<file path="config.mk">
export PLATFORM = sky130hd
export DESIGN_NAME = mem_copy_master
export DESIGN_NICKNAME = d
export VERILOG_FILES = /design/src/rtl/mem_copy_master.sv
export SDC_FILE = /design/constraint.sdc
export NUM_CORES = 1
export LEC_CHECK = 0
export BUFFER_PORTS_ARGS = -buffer_cell sky130_fd_sc_hd__buf_4
export CORE_ASPECT_RATIO = 1.1
export CORE_MARGIN = 4
export CORE_UTILIZATION = 57
export CTS_CLUSTER_SIZE = 10
export DETAILED_ROUTE_END_ITERATION = 7
export PLACE_DENSITY_LB_ADDON = 0.15
export SKIP_CTS_REPAIR_TIMING = 1
export SYNTH_ARGS = -nofsm -noshare
export SYNTH_HDL_FRONTEND = slang
export SYNTH_SLANG_ARGS = --single-unit
</file>
<file path="constraint.sdc">
create_clock -name clk -period 6.2 [get_ports clk]
set_clock_uncertainty 0.2 [all_clocks]
set_input_delay 1.24 -clock clk [delete_from_list [all_inputs] [get_ports clk]]
set_output_delay 1.24 -clock clk [all_outputs]
set_load 0.02 [all_outputs]
</file>
<file path="src/rtl/mem_copy_master.sv">
// ============================================================================
// Module      : mem_copy_master
// Description : Bus-initiator word copy engine. Copies len consecutive words
//               from src_addr to dst_addr over the shared command bus using a
//               request/grant handshake; read, then write, one word at a time.
// Revision    : 1.0 - initial release
// ============================================================================
`default_nettype none

module mem_copy_master #(
    parameter int AW = 9,
    parameter int DW = 16
) (
    input  logic          clk,
    input  logic          reset,
    input  logic          start,
    input  logic [AW-1:0] src_addr,
    input  logic [AW-1:0] dst_addr,
    input  logic [AW-1:0] len,
    input  logic          bus_gnt,
    input  logic [DW-1:0] read_data,
    output logic          bus_req,
    output logic [1:0]    mem_cmd,
    output logic [AW-1:0] mem_addr,
    output logic [DW-1:0] write_data,
    output logic          busy,
    output logic          done,
    output logic [AW-1:0] words_done
);

    localparam logic [1:0] c_CMD_NONE  = 2'b00;
    localparam logic [1:0] c_CMD_READ  = 2'b01;
    localparam logic [1:0] c_CMD_WRITE = 2'b10;

    typedef enum logic [2:0] {
        S_IDLE = 3'd0,
        S_REQ  = 3'd1,
        S_RD1  = 3'd2,
        S_RD2  = 3'd3,
        S_WR   = 3'd4,
        S_DONE = 3'd5
    } state_t;

    state_t        r_state;
    state_t        w_state_nxt;
    logic [AW-1:0] r_cur_src;
    logic [AW-1:0] r_cur_dst;
    logic [AW-1:0] r_len;
    logic [AW-1:0] r_words_done;
    logic [AW-1:0] w_src_nxt;
    logic [AW-1:0] w_dst_nxt;
    logic [AW-1:0] w_len_nxt;
    logic [AW-1:0] w_words_nxt;
    logic [AW-1:0] w_words_inc;

    // Output registers; their next values are decoded from the next state so
    // every output is a flop and matches the state it describes.
    logic          r_bus_req;
    logic [1:0]    r_mem_cmd;
    logic [AW-1:0] r_mem_addr;
    logic [DW-1:0] r_write_data;
    logic          r_busy;
    logic          r_done;
    logic          w_bus_req_nxt;
    logic [1:0]    w_mem_cmd_nxt;
    logic [AW-1:0] w_mem_addr_nxt;
    logic [DW-1:0] w_write_data_nxt;
    logic          w_busy_nxt;
    logic          w_done_nxt;

    assign w_words_inc = r_words_done + AW'(1);

    // Next-state, transfer counters and next output values.
    always_comb begin
        w_state_nxt      = r_state;
        w_src_nxt        = r_cur_src;
        w_dst_nxt        = r_cur_dst;
        w_len_nxt        = r_len;
        w_words_nxt      = r_words_done;
        w_write_data_nxt = r_write_data;

        case (r_state)
            S_IDLE: begin
                if (start) begin
                    w_src_nxt   = src_addr;
                    w_dst_nxt   = dst_addr;
                    w_len_nxt   = len;
                    w_words_nxt = '0;
                    w_state_nxt = (len == '0) ? S_DONE : S_REQ;
                end
            end
            S_REQ: begin
                if (bus_gnt) begin
                    w_state_nxt = S_RD1;
                end
            end
            S_RD1: begin
                w_state_nxt = bus_gnt ? S_RD2 : S_REQ;
            end
            S_RD2: begin
                // Registered RAM data is valid in this phase; capture only if
                // the word is going to be written, so write_data stays put
                // when the grant is lost.
                if (bus_gnt) begin
                    w_write_data_nxt = read_data;
                    w_state_nxt      = S_WR;
                end else begin
                    w_state_nxt = S_REQ;
                end
            end
            S_WR: begin
                if (bus_gnt) begin
                    w_src_nxt   = r_cur_src + AW'(1);
                    w_dst_nxt   = r_cur_dst + AW'(1);
                    w_words_nxt = w_words_inc;
                    w_state_nxt = (w_words_inc == r_len) ? S_DONE : S_RD1;
                end else begin
                    w_state_nxt = S_REQ;
                end
            end
            S_DONE: begin
                w_state_nxt = S_IDLE;
            end
            default: begin
                w_state_nxt = S_IDLE;
            end
        endcase

        w_bus_req_nxt  = 1'b0;
        w_busy_nxt     = 1'b0;
        w_done_nxt     = 1'b0;
        w_mem_cmd_nxt  = c_CMD_NONE;
        w_mem_addr_nxt = r_mem_addr;

        case (w_state_nxt)
            S_REQ: begin
                w_bus_req_nxt = 1'b1;
                w_busy_nxt    = 1'b1;
            end
            S_RD1: begin
                w_bus_req_nxt  = 1'b1;
                w_busy_nxt     = 1'b1;
                w_mem_cmd_nxt  = c_CMD_READ;
                w_mem_addr_nxt = w_src_nxt;
            end
            S_RD2: begin
                w_bus_req_nxt = 1'b1;
                w_busy_nxt    = 1'b1;
                w_mem_cmd_nxt = c_CMD_READ;
            end
            S_WR: begin
                w_bus_req_nxt  = 1'b1;
                w_busy_nxt     = 1'b1;
                w_mem_cmd_nxt  = c_CMD_WRITE;
                w_mem_addr_nxt = w_dst_nxt;
            end
            S_DONE: begin
                w_done_nxt = 1'b1;
            end
            default: begin
                w_done_nxt = 1'b0;
            end
        endcase
    end

    // State, counters and output registers with synchronous active-low reset.
    always_ff @(posedge clk) begin
        if (!reset) begin
            r_state      <= S_IDLE;
            r_cur_src    <= '0;
            r_cur_dst    <= '0;
            r_len        <= '0;
            r_words_done <= '0;
            r_bus_req    <= 1'b0;
            r_mem_cmd    <= c_CMD_NONE;
            r_mem_addr   <= '0;
            r_write_data <= '0;
            r_busy       <= 1'b0;
            r_done       <= 1'b0;
        end else begin
            r_state      <= w_state_nxt;
            r_cur_src    <= w_src_nxt;
            r_cur_dst    <= w_dst_nxt;
            r_len        <= w_len_nxt;
            r_words_done <= w_words_nxt;
            r_bus_req    <= w_bus_req_nxt;
            r_mem_cmd    <= w_mem_cmd_nxt;
            r_mem_addr   <= w_mem_addr_nxt;
            r_write_data <= w_write_data_nxt;
            r_busy       <= w_busy_nxt;
            r_done       <= w_done_nxt;
        end
    end

    assign bus_req    = r_bus_req;
    assign mem_cmd    = r_mem_cmd;
    assign mem_addr   = r_mem_addr;
    assign write_data = r_write_data;
    assign busy       = r_busy;
    assign done       = r_done;
    assign words_done = r_words_done;

endmodule

`default_nettype wire

</file>
==> results.md <==
- Clk Latency, worst-skew pair: between 0.3 and 0.4 ns
- Worst setup path class: reg2reg
- Setup TNS: 0 ns
- Overall power: roughly 980 uW
- Max Freq: about 0.3 GHz
- IO Pins: 86
- Seq cells post-synth: a little under 70
- Commonest non-fill, non-tap cell in the layout: buf_4
- GRT Total Usage: 0.2625
- Status: complete, no violations
- RSZ-0062 raised after global routing: false
- Finish-stage setup viols: 0
- CP cell instances: nor4bb_2 > buf_4 > nor2_1 > a221oi_1 > nor2_1 > a221o_1
- Slowest CP cell: dfxtp_1
- Worst path max stage delay: 1.02 ns
- WP buf/inv: 1
- Post-synth ARST share: 0
- Final hold violations: 0
- FILL cells: 460
- HP Start: write_data[0]
- Most frequent cells in the layout: buf_4, nand2_1, dfxtp_1, a21oi_1, nor2_1
- CTS tree: done
- Crit Path Max Fanout: 33
- Final Cycle Share: 0.5277
- Synth warnings: 0
- Row Count: 29
- Most used cell, CP: nor2_1
- Final instance area: approximately 4200 um^2
- Sink Count: between 60 and 70
- Chip Height: ~90 um
- Hold Path Class: reg2reg
- Crit Reg-Reg Startpoint: r_state[2]
- Pre-antenna DRT Iters: 5
- WP depth: 6
- H-tree lvl count: 3
- CTS buffer count: 9
- Bufs on Longest Clock Path: 2
- Worst slew pin tran: roughly 1.2 ns
- Clock transition at path regs: about 0.080 ns
- Worst Path Required: 6.24 ns
- Avg Cell Area, Syn: 7.822 um^2
- Core area: a little under 6000 um^2
- FF-to-FF setup slack: roughly 2.9 ns
- Total gr overflow: 0
- Worst min-delay path endpoint: write_data[0]
- Min-Delay Path Depth: 2
- Gp weighted congestion: between 0.8 and 0.9
- Netlist Area Pre-Place: around 3400 um^2
- # diodes: 0
- Cell Area, Placed: ~4000 um^2
- Syn nets: a little under 500
- R2R depth: 6
- DRT iter0 DRCs: 288
- First-pass GRT wire length: about 15000 um
- PwrDens: between 200 and 250 nW/um^2
- CP top delay family: simple AND/OR/NAND/NOR gates
- Post-DR vias/cell: about 5.9
- Starting Density: 0.5871
- Post-synth EDFFs: 0
- Fin. max-slew vios: 0
- Post-DRT Antenna Nets: 0
- Die X-Extent: about 81 um
- Number of nets in the layout: 550
- Post-route DRC: 0
- Mapped Cells: approximately 430
- Layout cell share with drive strength beyond 1: 0.2238
- Via Count: about 3500
- Port bufs: between 80 and 90
- Initial antenna violation count: 0
- Startpoint types: register
- Routed wire per std cell: roughly 16 um
- Dominant synthesized flop cell: dfxtp_1
- Static leakage: about 1.7 nW
- WHS: roughly 0.26 ns
- Area grow syn2layout: 24.60%
- Largest net degree at the start of global routing: 48
- Max_slew headroom: 0.2146
- Sequential-to-total area share from yosys stat: 0.4019
- CP arrival: 3.31 ns
- FF-to-FF End: mem_addr[0]
- Max-capacitance violation count: 0
- VDD IR-drop max: slightly below 0.0002 V
- Final HPWL DP: roughly 6400 um
- CTS root buffer: clkbuf_8
- WL final: a little over 9000 um
- Vias in the first global route: between 3000 and 4000
- CP endpoint kind: register
- Netlist cell types: 58
- Full die area: about 7200 um^2
- Final min period: about 3.3 ns
flip-flops by register name (all words and copies together) (netlist names):
register / count
words_done: 9
r_cur_dst: 9
busy: 1
r_len: 9
write_data: 16
mem_addr: 9
done: 1
r_cur_src: 9
mem_cmd: 2
r_state: 3
report_power, final:
group	internal (mW)	total, mW	switching (mW)
clock network	0.187	0.367	0.181
registers	0.456	0.476	0.0205
logic	0.0585	0.132	0.0733
total	0.701	0.975	0.274
kinds of logic (layout without fill, tap and decap cells):
| family | count (synthesis) | after routing | share of synthesized area |
|---|---|---|---|
| and+or+nand+nor | 186 | 186 | 0.2649 |
| AOI/OAI and AO/OA | 125 | 125 | 0.2346 |
| DFF | 68 | 68 | 0.4019 |
| buffers and inverters | 37 | 109 | 0.04544 |
| xor gates and xnor gates | 10 | 10 | 0.03029 |
| muxes | 4 | 4 | 0.01182 |
| adders and majority gates | 3 | 3 | 0.01108 |
stage by stage:
stage	util	setup slack (ns)	cells
CTS	0.7315	2.920	582
detailed placement	0.6970	2.611	566
global placement	0.6970	2.663	566
floorplan	-	3.151	433
global route	0.7315	2.563	582
finish	0.7315	2.928	582
Yosys cell counts (5+ instances only):
library cell | n | area [um^2]
a31oi_1 | 8 | 50.05
buf_2 | 6 | 30.03
o21ai_0 | 17 | 85.08
clkbuf_1 | 21 | 78.83
xor2_1 | 5 | 43.79
nand4_1 | 8 | 50.05
a211oi_1 | 5 | 37.54
inv_1 | 5 | 18.77
nor2_1 | 42 | 157.7
nor3_1 | 6 | 30.03
dfxtp_1 | 68 | 1361
nand3_1 | 14 | 70.07
a221o_1 | 6 | 60.06
and3_1 | 7 | 43.79
nand2_1 | 72 | 270.3
and2_1 | 6 | 37.54
nor4_1 | 5 | 31.28
a21oi_1 | 54 | 270.3
worst min-delay path, cell delays in order, from the launching register on:
cell     delay (ns)
dfxtp_1        0.31
nand2_1        0.05
a21oi_1        0.05
per-layer routing:
layer	GRT usage	wire, um	up-vias
li1	-	-	1704
met1	0.3276	3650	1597
met2	0.4252	4576	125
met3	0.05804	664	29
met4	0.1321	305	0
met5	0	0	-
area by class of cell:
cell class	count	area [um^2]	area share
tap	77	96.34	0.02283
clock inverter	7	75.07	0.01779
clock buffer	9	123.9	0.02935
timing repair buffer	88	660.6	0.1565
sequential	68	1361	0.3226
multi-input combinational	328	1884	0.4465
inverter	5	18.77	0.004447
worst max-delay path by stage:
stage,startpoint,end,slack (ns)
after floorplan,start,mem_addr[7],3.15
after global placement,bus_gnt,mem_addr[6],2.66
after detailed placement,bus_gnt,mem_addr[6],2.61
after CTS,r_state[2],mem_addr[0],2.92
after global routing,r_state[2],mem_addr[0],2.56
final,r_state[2],mem_addr[0],2.93
No activity file was read; power rests on OpenSTA's default activity.
